--- src/rtl/mem_dram_ctrl_pkg.sv ---
// Shared definitions for the MEM-stage data memory controller:
// access size encodings and the controller state encoding.
package mem_dram_ctrl_pkg;

    localparam logic [1:0] SZ_B = 2'd0;
    localparam logic [1:0] SZ_H = 2'd1;
    localparam logic [1:0] SZ_W = 2'd2;

    typedef enum logic [2:0] {
        DRAM_IDLE,
        DRAM_REQ,
        DRAM_RESP,
        DRAM_HOLD,
        DRAM_DRAIN
    } dram_state_e;

endpackage

--- src/rtl/mem_dram_ctrl_if.sv ---
// SRAM-like data bus between the MEM-stage controller (master)
// and the data memory (slave).
interface mem_dram_ctrl_if;

    logic        data_sram_req;
    logic        data_sram_wr;
    logic [1:0]  data_sram_size;
    logic [3:0]  data_sram_wstrb;
    logic [31:0] data_sram_addr;
    logic [31:0] data_sram_wdata;
    logic        data_sram_addr_ok;
    logic        data_sram_data_ok;
    logic [31:0] data_sram_rdata;

    modport master (
        output data_sram_req,
        output data_sram_wr,
        output data_sram_size,
        output data_sram_wstrb,
        output data_sram_addr,
        output data_sram_wdata,
        input  data_sram_addr_ok,
        input  data_sram_data_ok,
        input  data_sram_rdata
    );

    modport slave (
        input  data_sram_req,
        input  data_sram_wr,
        input  data_sram_size,
        input  data_sram_wstrb,
        input  data_sram_addr,
        input  data_sram_wdata,
        output data_sram_addr_ok,
        output data_sram_data_ok,
        output data_sram_rdata
    );

endinterface

--- src/rtl/mem_dram_ctrl_wlane.sv ---
// Store lane steering: byte strobes from size/offset and
// store data replicated across the lanes it may land on.
module dram_wlane
    import mem_dram_ctrl_pkg::*;
(
    input  logic [1:0]  i_size,
    input  logic [1:0]  i_off,
    input  logic [31:0] i_wdata,
    output logic [3:0]  o_wstrb,
    output logic [31:0] o_wdata
);

    always_comb begin
        o_wstrb = 4'b0000;
        o_wdata = i_wdata;
        case (i_size)
            SZ_B: begin
                o_wstrb = 4'b0001 << i_off;
                o_wdata = {4{i_wdata[7:0]}};
            end
            SZ_H: begin
                o_wstrb = 4'b0011 << i_off;
                o_wdata = {2{i_wdata[15:0]}};
            end
            SZ_W: begin
                o_wstrb = 4'b1111;
            end
            default: begin
                o_wstrb = 4'b0000;
            end
        endcase
    end

endmodule

--- src/rtl/mem_dram_ctrl.sv ---
// MEM-stage data access controller: issues loads/stores on the data
// bus, holds MEM until the response, and drains the bus on flush.
module mem_dram_ctrl
    import mem_dram_ctrl_pkg::*;
(
    input  logic              clk,
    input  logic              rst,
    input  logic              mem_valid,
    input  logic              mem_dram_req,
    input  logic              mem_dram_we,
    input  logic [1:0]        mem_dram_size,
    input  logic [31:0]       mem_data_addr,
    input  logic [31:0]       mem_dram_wdata,
    input  logic              mem_ex,
    input  logic              mem_flush,
    input  logic              wb_allowin,
    mem_dram_ctrl_if.master   bus,
    output logic              mem_ready_go,
    output logic [31:0]       mem_dram_rdata
);

    dram_state_e r_state;
    logic        r_flush_seen;
    logic        r_wr;
    logic [1:0]  r_size;
    logic [3:0]  r_wstrb;
    logic [31:0] r_addr;
    logic [31:0] r_wdata;
    logic [31:0] r_rdata;

    logic        w_issue;
    logic [3:0]  w_lane_strb;
    logic [3:0]  w_wstrb;
    logic [31:0] w_wdata;

    assign w_issue = (r_state == DRAM_IDLE) && mem_valid && mem_dram_req
                     && !mem_ex && !mem_flush;

    dram_wlane u_wlane (
        .i_size  (mem_dram_size),
        .i_off   (mem_data_addr[1:0]),
        .i_wdata (mem_dram_wdata),
        .o_wstrb (w_lane_strb),
        .o_wdata (w_wdata)
    );

    assign w_wstrb = mem_dram_we ? w_lane_strb : 4'b0000;

    // Live inputs drive the bus in the issue cycle, captured copies after.
    always_comb begin
        bus.data_sram_req   = w_issue || (r_state == DRAM_REQ);
        bus.data_sram_wr    = 1'b0;
        bus.data_sram_size  = 2'd0;
        bus.data_sram_wstrb = 4'b0000;
        bus.data_sram_addr  = 32'd0;
        bus.data_sram_wdata = 32'd0;
        if (w_issue) begin
            bus.data_sram_wr    = mem_dram_we;
            bus.data_sram_size  = mem_dram_size;
            bus.data_sram_wstrb = w_wstrb;
            bus.data_sram_addr  = mem_data_addr;
            bus.data_sram_wdata = w_wdata;
        end else if (r_state == DRAM_REQ) begin
            bus.data_sram_wr    = r_wr;
            bus.data_sram_size  = r_size;
            bus.data_sram_wstrb = r_wstrb;
            bus.data_sram_addr  = r_addr;
            bus.data_sram_wdata = r_wdata;
        end
    end

    always_comb begin
        mem_ready_go   = 1'b0;
        mem_dram_rdata = 32'd0;
        unique case (r_state)
            DRAM_IDLE: begin
                mem_ready_go = mem_valid && (!mem_dram_req || mem_ex);
            end
            DRAM_RESP: begin
                mem_ready_go = bus.data_sram_data_ok && !mem_flush;
                if (mem_ready_go) mem_dram_rdata = bus.data_sram_rdata;
            end
            DRAM_HOLD: begin
                mem_ready_go   = 1'b1;
                mem_dram_rdata = r_rdata;
            end
            default: begin
                mem_ready_go = 1'b0;
            end
        endcase
    end

    always_ff @(posedge clk or posedge rst) begin
        if (rst) begin
            r_state      <= DRAM_IDLE;
            r_flush_seen <= 1'b0;
            r_wr         <= 1'b0;
            r_size       <= 2'd0;
            r_wstrb      <= 4'b0000;
            r_addr       <= 32'd0;
            r_wdata      <= 32'd0;
            r_rdata      <= 32'd0;
        end else begin
            unique case (r_state)
                DRAM_IDLE: begin
                    if (w_issue) begin
                        r_wr    <= mem_dram_we;
                        r_size  <= mem_dram_size;
                        r_wstrb <= w_wstrb;
                        r_addr  <= mem_data_addr;
                        r_wdata <= w_wdata;
                        r_state <= bus.data_sram_addr_ok ? DRAM_RESP
                                                         : DRAM_REQ;
                    end
                end
                DRAM_REQ: begin
                    if (mem_flush) r_flush_seen <= 1'b1;
                    if (bus.data_sram_addr_ok) begin
                        r_state <= (r_flush_seen || mem_flush) ? DRAM_DRAIN
                                                               : DRAM_RESP;
                    end
                end
                DRAM_RESP: begin
                    if (bus.data_sram_data_ok) begin
                        if (mem_flush || wb_allowin) begin
                            r_state      <= DRAM_IDLE;
                            r_flush_seen <= 1'b0;
                        end else begin
                            r_rdata <= bus.data_sram_rdata;
                            r_state <= DRAM_HOLD;
                        end
                    end else if (mem_flush) begin
                        r_state <= DRAM_DRAIN;
                    end
                end
                DRAM_HOLD: begin
                    if (mem_flush || wb_allowin) begin
                        r_state      <= DRAM_IDLE;
                        r_flush_seen <= 1'b0;
                    end
                end
                DRAM_DRAIN: begin
                    if (bus.data_sram_data_ok) begin
                        r_state      <= DRAM_IDLE;
                        r_flush_seen <= 1'b0;
                    end
                end
                default: begin
                    r_state <= DRAM_IDLE;
                end
            endcase
        end
    end

endmodule

--- src/flat_wrapper.sv ---
// flat-port wrapper written by rule: the top's interface ports become plain ports
module mem_dram_ctrl_flat import mem_dram_ctrl_pkg::*;
  (clk, rst, mem_valid, mem_dram_req, mem_dram_we, mem_dram_size, mem_data_addr, mem_dram_wdata, mem_ex, mem_flush, wb_allowin, mem_ready_go, mem_dram_rdata, bus_data_sram_req, bus_data_sram_wr, bus_data_sram_size, bus_data_sram_wstrb, bus_data_sram_addr, bus_data_sram_wdata, bus_data_sram_addr_ok, bus_data_sram_data_ok, bus_data_sram_rdata);
  mem_dram_ctrl_if bus_i ();
  input  logic clk;
  input  logic rst;
  input  logic mem_valid;
  input  logic mem_dram_req;
  input  logic mem_dram_we;
  input  logic [1:0] mem_dram_size;
  input  logic [31:0] mem_data_addr;
  input  logic [31:0] mem_dram_wdata;
  input  logic mem_ex;
  input  logic mem_flush;
  input  logic wb_allowin;
  output logic mem_ready_go;
  output logic [31:0] mem_dram_rdata;
  output wire logic [$bits(bus_i.data_sram_req)-1:0] bus_data_sram_req;
  output wire logic [$bits(bus_i.data_sram_wr)-1:0] bus_data_sram_wr;
  output wire logic [$bits(bus_i.data_sram_size)-1:0] bus_data_sram_size;
  output wire logic [$bits(bus_i.data_sram_wstrb)-1:0] bus_data_sram_wstrb;
  output wire logic [$bits(bus_i.data_sram_addr)-1:0] bus_data_sram_addr;
  output wire logic [$bits(bus_i.data_sram_wdata)-1:0] bus_data_sram_wdata;
  input wire logic [$bits(bus_i.data_sram_addr_ok)-1:0] bus_data_sram_addr_ok;
  input wire logic [$bits(bus_i.data_sram_data_ok)-1:0] bus_data_sram_data_ok;
  input wire logic [$bits(bus_i.data_sram_rdata)-1:0] bus_data_sram_rdata;
  assign bus_data_sram_req = bus_i.data_sram_req;
  assign bus_data_sram_wr = bus_i.data_sram_wr;
  assign bus_data_sram_size = bus_i.data_sram_size;
  assign bus_data_sram_wstrb = bus_i.data_sram_wstrb;
  assign bus_data_sram_addr = bus_i.data_sram_addr;
  assign bus_data_sram_wdata = bus_i.data_sram_wdata;
  assign bus_i.data_sram_addr_ok = bus_data_sram_addr_ok;
  assign bus_i.data_sram_data_ok = bus_data_sram_data_ok;
  assign bus_i.data_sram_rdata = bus_data_sram_rdata;
  mem_dram_ctrl u_core (.clk(clk), .rst(rst), .mem_valid(mem_valid), .mem_dram_req(mem_dram_req), .mem_dram_we(mem_dram_we), .mem_dram_size(mem_dram_size), .mem_data_addr(mem_data_addr), .mem_dram_wdata(mem_dram_wdata), .mem_ex(mem_ex), .mem_flush(mem_flush), .wb_allowin(wb_allowin), .bus(bus_i), .mem_ready_go(mem_ready_go), .mem_dram_rdata(mem_dram_rdata));
endmodule
--- config.mk ---
export PLATFORM = sky130hd
export DESIGN_NAME = mem_dram_ctrl_flat
export DESIGN_NICKNAME = d
export VERILOG_FILES = /design/src/rtl/mem_dram_ctrl_pkg.sv /design/src/rtl/mem_dram_ctrl_if.sv /design/src/rtl/mem_dram_ctrl_wlane.sv /design/src/rtl/mem_dram_ctrl.sv /design/src/flat_wrapper.sv
export SDC_FILE = /design/constraint.sdc
export NUM_CORES = 1
export LEC_CHECK = 0
export BUFFER_PORTS_ARGS = -buffer_cell sky130_fd_sc_hd__buf_4
export CAP_MARGIN = 5
export CELL_PAD_IN_SITES_DETAIL_PLACEMENT = 0
export CELL_PAD_IN_SITES_GLOBAL_PLACEMENT = 1
export CORE_MARGIN = 5
export CORE_UTILIZATION = 35
export CTS_CLUSTER_DIAMETER = 150
export DETAILED_ROUTE_END_ITERATION = 12
export PLACE_DENSITY_LB_ADDON = 0.12
export SETUP_SLACK_MARGIN = 0.4
export SLEW_MARGIN = 20
export SYNTH_ARGS = -nofsm -noshare
export SYNTH_HDL_FRONTEND = slang
export SYNTH_SLANG_ARGS = --single-unit
--- constraint.sdc ---
create_clock -name clk -period 6.4 [get_ports clk]
set_clock_uncertainty 0.15 [all_clocks]
set_input_delay 1.28 -clock clk [delete_from_list [all_inputs] [get_ports clk]]
set_output_delay 1.28 -clock clk [all_outputs]
set_load 0.02 [all_outputs]
* Yosys cells after proc, flatten, opt, wreduce, memory -nomap -nowiden *
Cells that the tools add are included.

cells by class
  eq/ne operators = 13
  shift operators = 2
  multiplexer cells = 31
  bitwise gates (word level) = 1
  reduce and logical (&&, ||, !) cells = 20

operators by type and width
  cell                                             count
  2-to-1 mux 32 bit                                5
  case mux 32 bit (2 select lines)                 2
  2-to-1 mux 3 bit                                 7
  case mux 3 bit (5 select lines)                  1
  2-to-1 mux 4 bit                                 3
  case mux 4 bit (3 select lines)                  1
  2-to-1 mux 2 bit                                 4
  != test 2 bit, second input constant             4
  == test 3 x 2 -> 1 bit, second input constant    2
  logical AND 1 bit                                6
  2-to-1 mux 1 bit                                 6
  AND reduction 5 bit                              1
  logical OR 1 bit                                 4
  != test 2 x 1 -> 1 bit, second input constant    2
  case mux 1 bit (4 select lines)                  1
  AND reduction 4 bit                              1
  nonzero test 4 bit                               1
  << shifter 1 x 2 -> 4 bit, first input constant  1
  << shifter 2 x 2 -> 4 bit, first input constant  1
  == test 3 x 1 -> 1 bit, second input constant    1
  == test 3 bit, second input constant             1
  logical NOT 1 bit                                3
  logical NOT 3 bit                                1
  != test 3 bit, second input constant             1
  7 further kinds                                  7

storage, ports and cells
  register bits after elaboration = 107
  bits of input ports = 108
  output and inout port bits = 105
  logic and storage cells = 75

* Logic depth before layout (Yosys ltp) *
Gate-level depths: netlist of run 1.

  depth in word-level cells = 7
  gate-level depth with buffers = 7
  mapped depth without buffers = 4

* Cells and area by module *
A second synthesis of run 1 with hierarchy kept.

unflattened totals
  cell total of the unflattened synthesis = 771
  area, all modules = 6418.7 um^2

by module, submodules not included
  module         times used  cells each  area an instance (um^2)  sequential area each (um^2)
  mem_dram_ctrl  1           707         5884.4                   2677.6
  dram_wlane     1           64          534.3                    0.0

* Least setup slack after synthesis of run 1 *
No wires, ideal clock.

  path kind = input to output
  start = input port mem_ex
  end = output port bus_data_sram_wstrb[1]
  arrival = 2.336 ns
  required time = 4.970 ns
  setup slack = 2.634 ns
  stages on the path = 6
  path buffers = 2
  path through = and4bb_2 and2_1 buf_2 buf_2 o2111ai_1 nand2_1

on the way
  cells in the longest elaborated chain, start to end = 4

ends and longest elaborated chain
  item                             line                 text
  start, declared                  flat_wrapper.sv:13   input logic mem_ex;
  logical NOT 1 bit                mem_dram_ctrl.sv:37  && !mem_ex && !mem_flush;
  logical AND 1 bit (2 in series)  mem_dram_ctrl.sv:37
  2-to-1 mux 4 bit                 mem_dram_ctrl.sv:57  if (w_issue) begin
  end, declared                    flat_wrapper.sv:21   output wire logic [$bits(bus_i.data_sram_wstrb)-1:0] bus_data_sram_wstrb;

Every way passes these cells.

* Final worst setup path of run 1 *
  start = input port mem_flush
  end = output port bus_data_sram_addr[15]

on the way
  cells in the longest elaborated chain, start to end = 3

ends and longest elaborated chain
  item               line                 text
  start, declared    flat_wrapper.sv:14   input logic mem_flush;
  logical NOT 1 bit  mem_dram_ctrl.sv:37
  logical AND 1 bit  mem_dram_ctrl.sv:37
  2-to-1 mux 32 bit  mem_dram_ctrl.sv:57
  end, declared      flat_wrapper.sv:22   output wire logic [$bits(bus_i.data_sram_addr)-1:0] bus_data_sram_addr;

Every way passes these cells.

==> metrics.txt, run 1 <==
status complete, no violations; FF-to-FF End u_core.r_addr[14]$_DFFE_PP0P_; Hold Path Class register to register; Worst-path clk slew approximately 0.060 ns; CP startpoint kind primary input; Crit path depth 7; CP Max Fanout 36; Die W 136.7 µm; Crit path buffers/inverters 3; worst path cell trace buf_4 > and4bb_2 > and2_2 > buf_4 > nand2_1 > nand2_1 > buf_4; worst hold path depth 2; vias per cell between 4 and 5; Avg Cell Area, Syn about 8.4 µm²; total global-route track usage roughly 18%; Period minus WS final around 4.6 ns; part of the Yosys area used for sequential elements 47.67%; vias in the first global route ~5,300; hold endpoint u_core.r_addr[18]$_DFFE_PP0P_; io pins ~210; Root Driver clkbuf_16; Routability Congestion 0.7711; initial core utilization a little over a third; Setup violations, final 0; worst setup margin 1.763 ns; Post-Route WL 16,690 µm; Max Cap Viol 0; Mapped Area 5617 µm²; cell mode on critical path buf_4; reg2reg setup slack roughly 3.6 ns; CTS Buf Count 9; core area ~16,000 µm²; Final ANT Viol Nets 0; part of the power in registers between 30 and 40%; most frequent cells in the layout nand2_1 (272), buf_4 (219), dfrtp_1 (107); final net count 960; WP data required between 4 and 5 ns; DIE HEIGHT ~140 µm; clock buffer depth 2; power density cells ~390 nW/µm²; # clock sinks between 100 and 150; initial antenna violation count 0; global route overflow 0; Slowest cell on crit path and2_2; TNS Setup 0 ns; Detail Placement HPWL about 12,000 µm; Final Max Tran Viols 0; Final Total Pwr between 2000 and 3000 µW; Mapped Nets between 700 and 800; internal power roughly 1900 µW; worst-skew pair later-pin latency approximately 0.34 ns; Net Sw Power between 1000 and 1500 µW; Max Freq around 220 MHz; fin area between 7000 and 8000 µm²; crit path DAT between 3 and 4 ns; Final Instance Count excl. Fillers approximately 1,100; via count between 5,000 and 6,000; Clock power frac between 10% and 20%; initial DRC count 328; Sw Ratio 37.18%; Layout area overhead 36.02%; # Post-CTS Setup Buffers 0; die area ~19,000 µm²; layout cells sized above 1 between 30% and 40%; RSZ-0062 raised after global routing no; CTS H-tree depth 3; dpl cells between 1,000 and 1,500; commonest non-fill, non-tap cell in the layout nand2_1; Crit Path Category primary input to output port; Final Cycle Share between 70 and 80%; DP Area between 7000 and 8000 µm²; DRC 0; Slew @ Worst Pin ~0.86 ns; Placement Setup Slack around 1.7 ns; Yosys reg bits about 110; Resize count post-CTS 0; Slew headroom about 43%; diodes inserted 0; Worst R2R Start u_core.r_state[0]$_DFFE_PP0P_; R2R depth 6; HP Start u_core.r_addr[18]$_DFFE_PP0P_; largest net degree at the start of global routing 66; Initial DRT Pass Iterations 5; maximum VDD drop around 0.15 mV; distinct cell type count after synthesis 32; max incr delay on CP about 0.65 ns; Critical Path Sink Type output port; critical path's top delay family simple AND/OR/NAND/NOR gates; Final Hold Vio Count 0; floorplan row count 46; global-route wire length before repair around 27,000 µm; YS warnings 0; Port Buffers 212; CTS tree yes; Synth Instances ~670; Routed WL per cell roughly 16 µm; leakage power approximately 0.0043 µW; CTS Hold Bufs 0; Comb pwr share between 40% and 50%
[logic make-up after synthesis]
kind of cell,after synthesis,synth area share [%]
AOI/OAI and AO/OA,117,14.48
buffers and inverters,52,4.255
DFF,107,47.67
muxes,51,9.846
and+or+nand+nor,340,23.75
[routing by layer]
layer  up-vias  global-route usage (%)  part of all wire [%]
met5         -                       0                     0
met4         0                   6.159                   1.6
met3        21                   3.860                   7.1
met2       159                   29.11                    47
met1      2467                   22.98                    44
li1       2569                       -                     -
[sequential cells by signal, summed over array words and instances, names as in the netlist]
signal / flops
u_core.r_flush_seen: 1
u_core.r_wstrb: 4
u_core.r_wr: 1
u_core.r_addr: 32
u_core.r_size: 2
u_core.r_rdata: 32
u_core.r_wdata: 32
u_core.r_state: 3
[final cells by class]
| class | count | area [µm²] |
|---|---|---|
| clock inverters | 2 | 35.03 |
| inverters | 6 | 25.02 |
| flip-flops and latches | 107 | 2678 |
| clock buffers | 13 | 260.3 |
| well taps | 216 | 270.3 |
| repair buffers | 220 | 1655 |
| multi-input cells | 508 | 2716 |
| fillers | 1565 | 8188 |
[worst reg2reg max path: stages, from the launching register on]
cell	delay, ns
dfrtp_1	0.36
buf_4	0.29
nor3_1	0.59
and2_2	0.75
buf_4	0.41
nand2_1	0.13
nand2_1	0.07
[through the flow]
| step | util (%) | hold WS [ns] |
|---|---|---|
| after floorplan | - | 0.2957 |
| after global placement | 46.30 | 0.3069 |
| after detailed placement | 46.37 | 0.3122 |
| after CTS | 48.24 | 0.3296 |
| after global routing | 48.27 | 0.3456 |
| final | 48.27 | 0.3281 |
[cells in the mapped netlist]
cell	n	area [µm²]
and2_1	3	18.77
clkbuf_1	22	82.58
mux2i_1	17	170.2
buf_2	14	70.07
mux2_2	33	371.6
a21oi_1	12	60.06
nand3_1	3	15.01
buf_4	1	7.510
a22o_1	7	61.31
nand2b_1	4	25.02
o21a_1	1	7.510
o21ai_0	21	105.1
o22ai_1	1	6.260
o2111ai_1	2	17.52
nor2_1	52	195.2
and4bb_2	1	12.51
a22oi_1	33	247.7
buf_6	3	33.78
mux2_1	1	11.26
o31ai_1	1	7.510
buf_1	6	22.52
o32ai_1	2	17.52
o2111a_1	1	11.26
a21o_1	35	262.8
nor3_1	1	5.000
nor3_2	1	10.01
nor4_4	1	21.27
nor2b_1	1	6.260
o221ai_1	1	8.760
inv_1	6	22.52
dfrtp_1	107	2678
nand2_1	273	1025
[power by group through the flow]
stage               clock [µW]  sequential, µW  combinational, µW
floorplan                    0            1140                820
global placement             0            1170               1230
CTS                        583            1170               1240
detailed placement           0            1180               1230
finish                     559            1170               1220
global route               606            1210               1350
[worst max path at each step]
stage	startpoint	to	slack [ns]
2_1_floorplan	rst	u_core.r_addr[0]$_DFFE_PP0P_	2.15
3_3_place_gp	mem_flush	bus_data_sram_addr[15]	1.77
3_5_place_dp	mem_flush	bus_data_sram_addr[15]	1.75
4_1_cts	mem_flush	bus_data_sram_addr[15]	1.74
5_1_grt	mem_flush	bus_data_sram_addr[15]	1.59
6_report	mem_flush	bus_data_sram_addr[15]	1.76
Power figures use the tool's default switching activity.
==> inputs of run 2 (changes only) <==
Settings changed: ABC_AREA from default to 1, CORE_UTILIZATION 35 to 31.
Clock period 6.4 ns to 4.2 ns, I/O delays scaled along.
==> metrics.txt, run 2 <==
status complete, no violations; Initial DRT Pass Iterations 5; Root Driver clkbuf_16; Slew @ Worst Pin roughly 0.79 ns; CTS H-tree depth 3; most frequent cells in the layout buf_4 (224), nand2_1 (201), o21ai_0 (194); Synth Instances around 750; max incr delay on CP between 0.4 and 0.5 ns; initial antenna violation count 0; Routability Congestion ~0.77; vias per cell ~4.5; dpl cells ~1,200; met2 Use GR about a quarter; Mapped Area 5588 µm²; # clock sinks 107; Mapped Nets between 800 and 900; RSZ-0062 raised after global routing no; Crit Path Category register to output port; Setup violations, final 0; global route overflow 0; die area between 20,000 and 25,000 µm²; power density cells 573.6 nW/µm²; Die W about 140 µm; cell mode on critical path buf_4; Final Instance Count excl. Fillers around 1,200; # Post-CTS Setup Buffers 0; total global-route track usage 16.14%; Final Hold Vio Count 0; leakage power ~0.0041 µW; Final Cycle Share ~80%; commonest non-fill, non-tap cell in the layout buf_4; Period minus WS final around 3.3 ns; vias in the first global route just over 5,000; most common cell in the synthesized netlist nand2_1; DIE HEIGHT about 140 µm; Most used DFF post-synth dfrtp_1; initial core utilization a little under a third; global-route wire length before repair ~27,000 µm; maximum VDD drop 0.2291 mV; Slew headroom about 48%; final net count between 1,000 and 1,500; core area 17,840 µm²; Layout area overhead 36.57%; Synth area leaders dfrtp_1 (48%), o21ai_0 (17%), nand2_1 (14%); async set or reset register ratio after synthesis 100.0%; distinct cell type count after synthesis 23; crit path DAT ~2.3 ns; layout cells sized above 1 around a quarter; CTS Buf Count 9; Layout fillers approximately 1,900; Port Buffers ~210; post-synth top area share 47.92%; Resize count post-CTS 0; largest net degree at the start of global routing 67; Critical Path Sink Type output port; io pins between 200 and 250; number of synthesized flops with an enable pin 0; worst path cell trace inv_1 > nor2_2 > nand2_2 > buf_4 > o21ai_0 > buf_4; CTS tree yes; met3 GRT Util under 10%; GRT busiest layer met2; Max Cap Viol 0; Yosys reg bits around 110; Post-Route WL around 17,000 µm; CP Max Fanout around 50; Avg Cell Area, Syn approximately 7.4 µm²; met1 GRT Util ~22%; WP data required about 3.2 ns; Final ANT Viol Nets 0; Detail Placement HPWL approximately 12,000 µm; reg2reg setup slack 2.22 ns; via count 5,362; Slowest cell on crit path dfrtp_1; area leader, netlist dfrtp_1; Hold Path Class register to register; CTS Hold Bufs 0; floorplan row count 49; YS warnings 0; Final Max Tran Viols 0; Routed WL per cell 14.27 µm; TNS Setup 0 ns; worst-skew pair later-pin latency ~0.34 ns; part of the Yosys area used for sequential elements a little under half; CP startpoint kind register; top flop regs u_core.r_addr: 32 flops, u_core.r_rdata: 32 flops, u_core.r_wdata: 32 flops; DRC 0; clock buffer depth 2; diodes inserted 0; Max Freq 301.8 MHz; top cells by count, synth nand2_1 (201), o21ai_0 (194), inv_1 (129); Worst-path clk slew about 0.070 ns; initial DRC count between 200 and 250
[run 2: worst paths after layout]
check,from,end,cells after the start
worst max register to register,u_core.r_state[0]$_DFFE_PP0P_,u_core.r_wdata[18]$_DFFE_PP0P_,6
min in group asynchronous,rst,u_core.r_addr[2]$_DFFE_PP0P_,2
worst min register to register,u_core.r_wstrb[2]$_DFFE_PP0P_,u_core.r_wstrb[2]$_DFFE_PP0P_,2
max in group asynchronous,rst,u_core.r_wdata[26]$_DFFE_PP0P_,3
worst max-delay path,u_core.r_state[0]$_DFFE_PP0P_,bus_data_sram_wdata[30],6
worst min-delay path,u_core.r_wstrb[2]$_DFFE_PP0P_,u_core.r_wstrb[2]$_DFFE_PP0P_,2
[run 2: report_power, final]
| part | internal [µW] | switching (µW) | total, µW |
|---|---|---|---|
| Clock | 493 | 383 | 876 |
| Sequential | 1510 | 182 | 1700 |
| Combinational | 691 | 1110 | 1800 |
| Total | 2700 | 1680 | 4380 |
[run 2: logic make-up after synthesis]
kind of cell	count (synthesis)	synth area share, %
and+or+nand+nor	249	17.98
AOI/OAI and AO/OA	228	20.71
buffers and inverters	170	13.39
DFF	107	47.92
[run 2: routing by layer]
metal  routed length (µm)  share of wire, %
met2                 7598                45
met3                 1315               7.8
met1                 7706                46
met5                    0                 0
met4                  262               1.6
[run 2: metrics by stage]
stage | power (µW) | util (%) | worst slack (ns) | hold slack [ns] | instance area (µm²)
finish | 4377 | 42.77 | 0.8865 | 0.3294 | 7631
floorplan | 2836 | - | 1.460 | 0.2922 | 5592
global route | 4751 | 42.77 | 0.7204 | 0.3514 | 7631
global placement | 3545 | 41.08 | 0.8954 | 0.3100 | 7330
CTS | 4455 | 42.77 | 0.8618 | 0.3345 | 7631
detailed placement | 3546 | 41.08 | 0.8800 | 0.3132 | 7330
[run 2: cell type report]
cell class                 instances  area, µm²  share of cell area [%]
clock buffer                      11      252.7                   3.312
inverter                         130      491.7                   6.444
sequential                       107       2678                   35.09
tap                              229      286.5                   3.755
multi-input combinational        477       2172                   28.46
clock inverter                     4      48.80                  0.6394
timing repair buffer             225       1702                   22.30
[run 2: critical path: cells and delay by family, from the launching register on]
family / cells / cell delay [ns]
compound gates: 1 / 0.35
buf+inv: 3 / 0.72
flops: 1 / 0.46
simple gates: 2 / 0.43
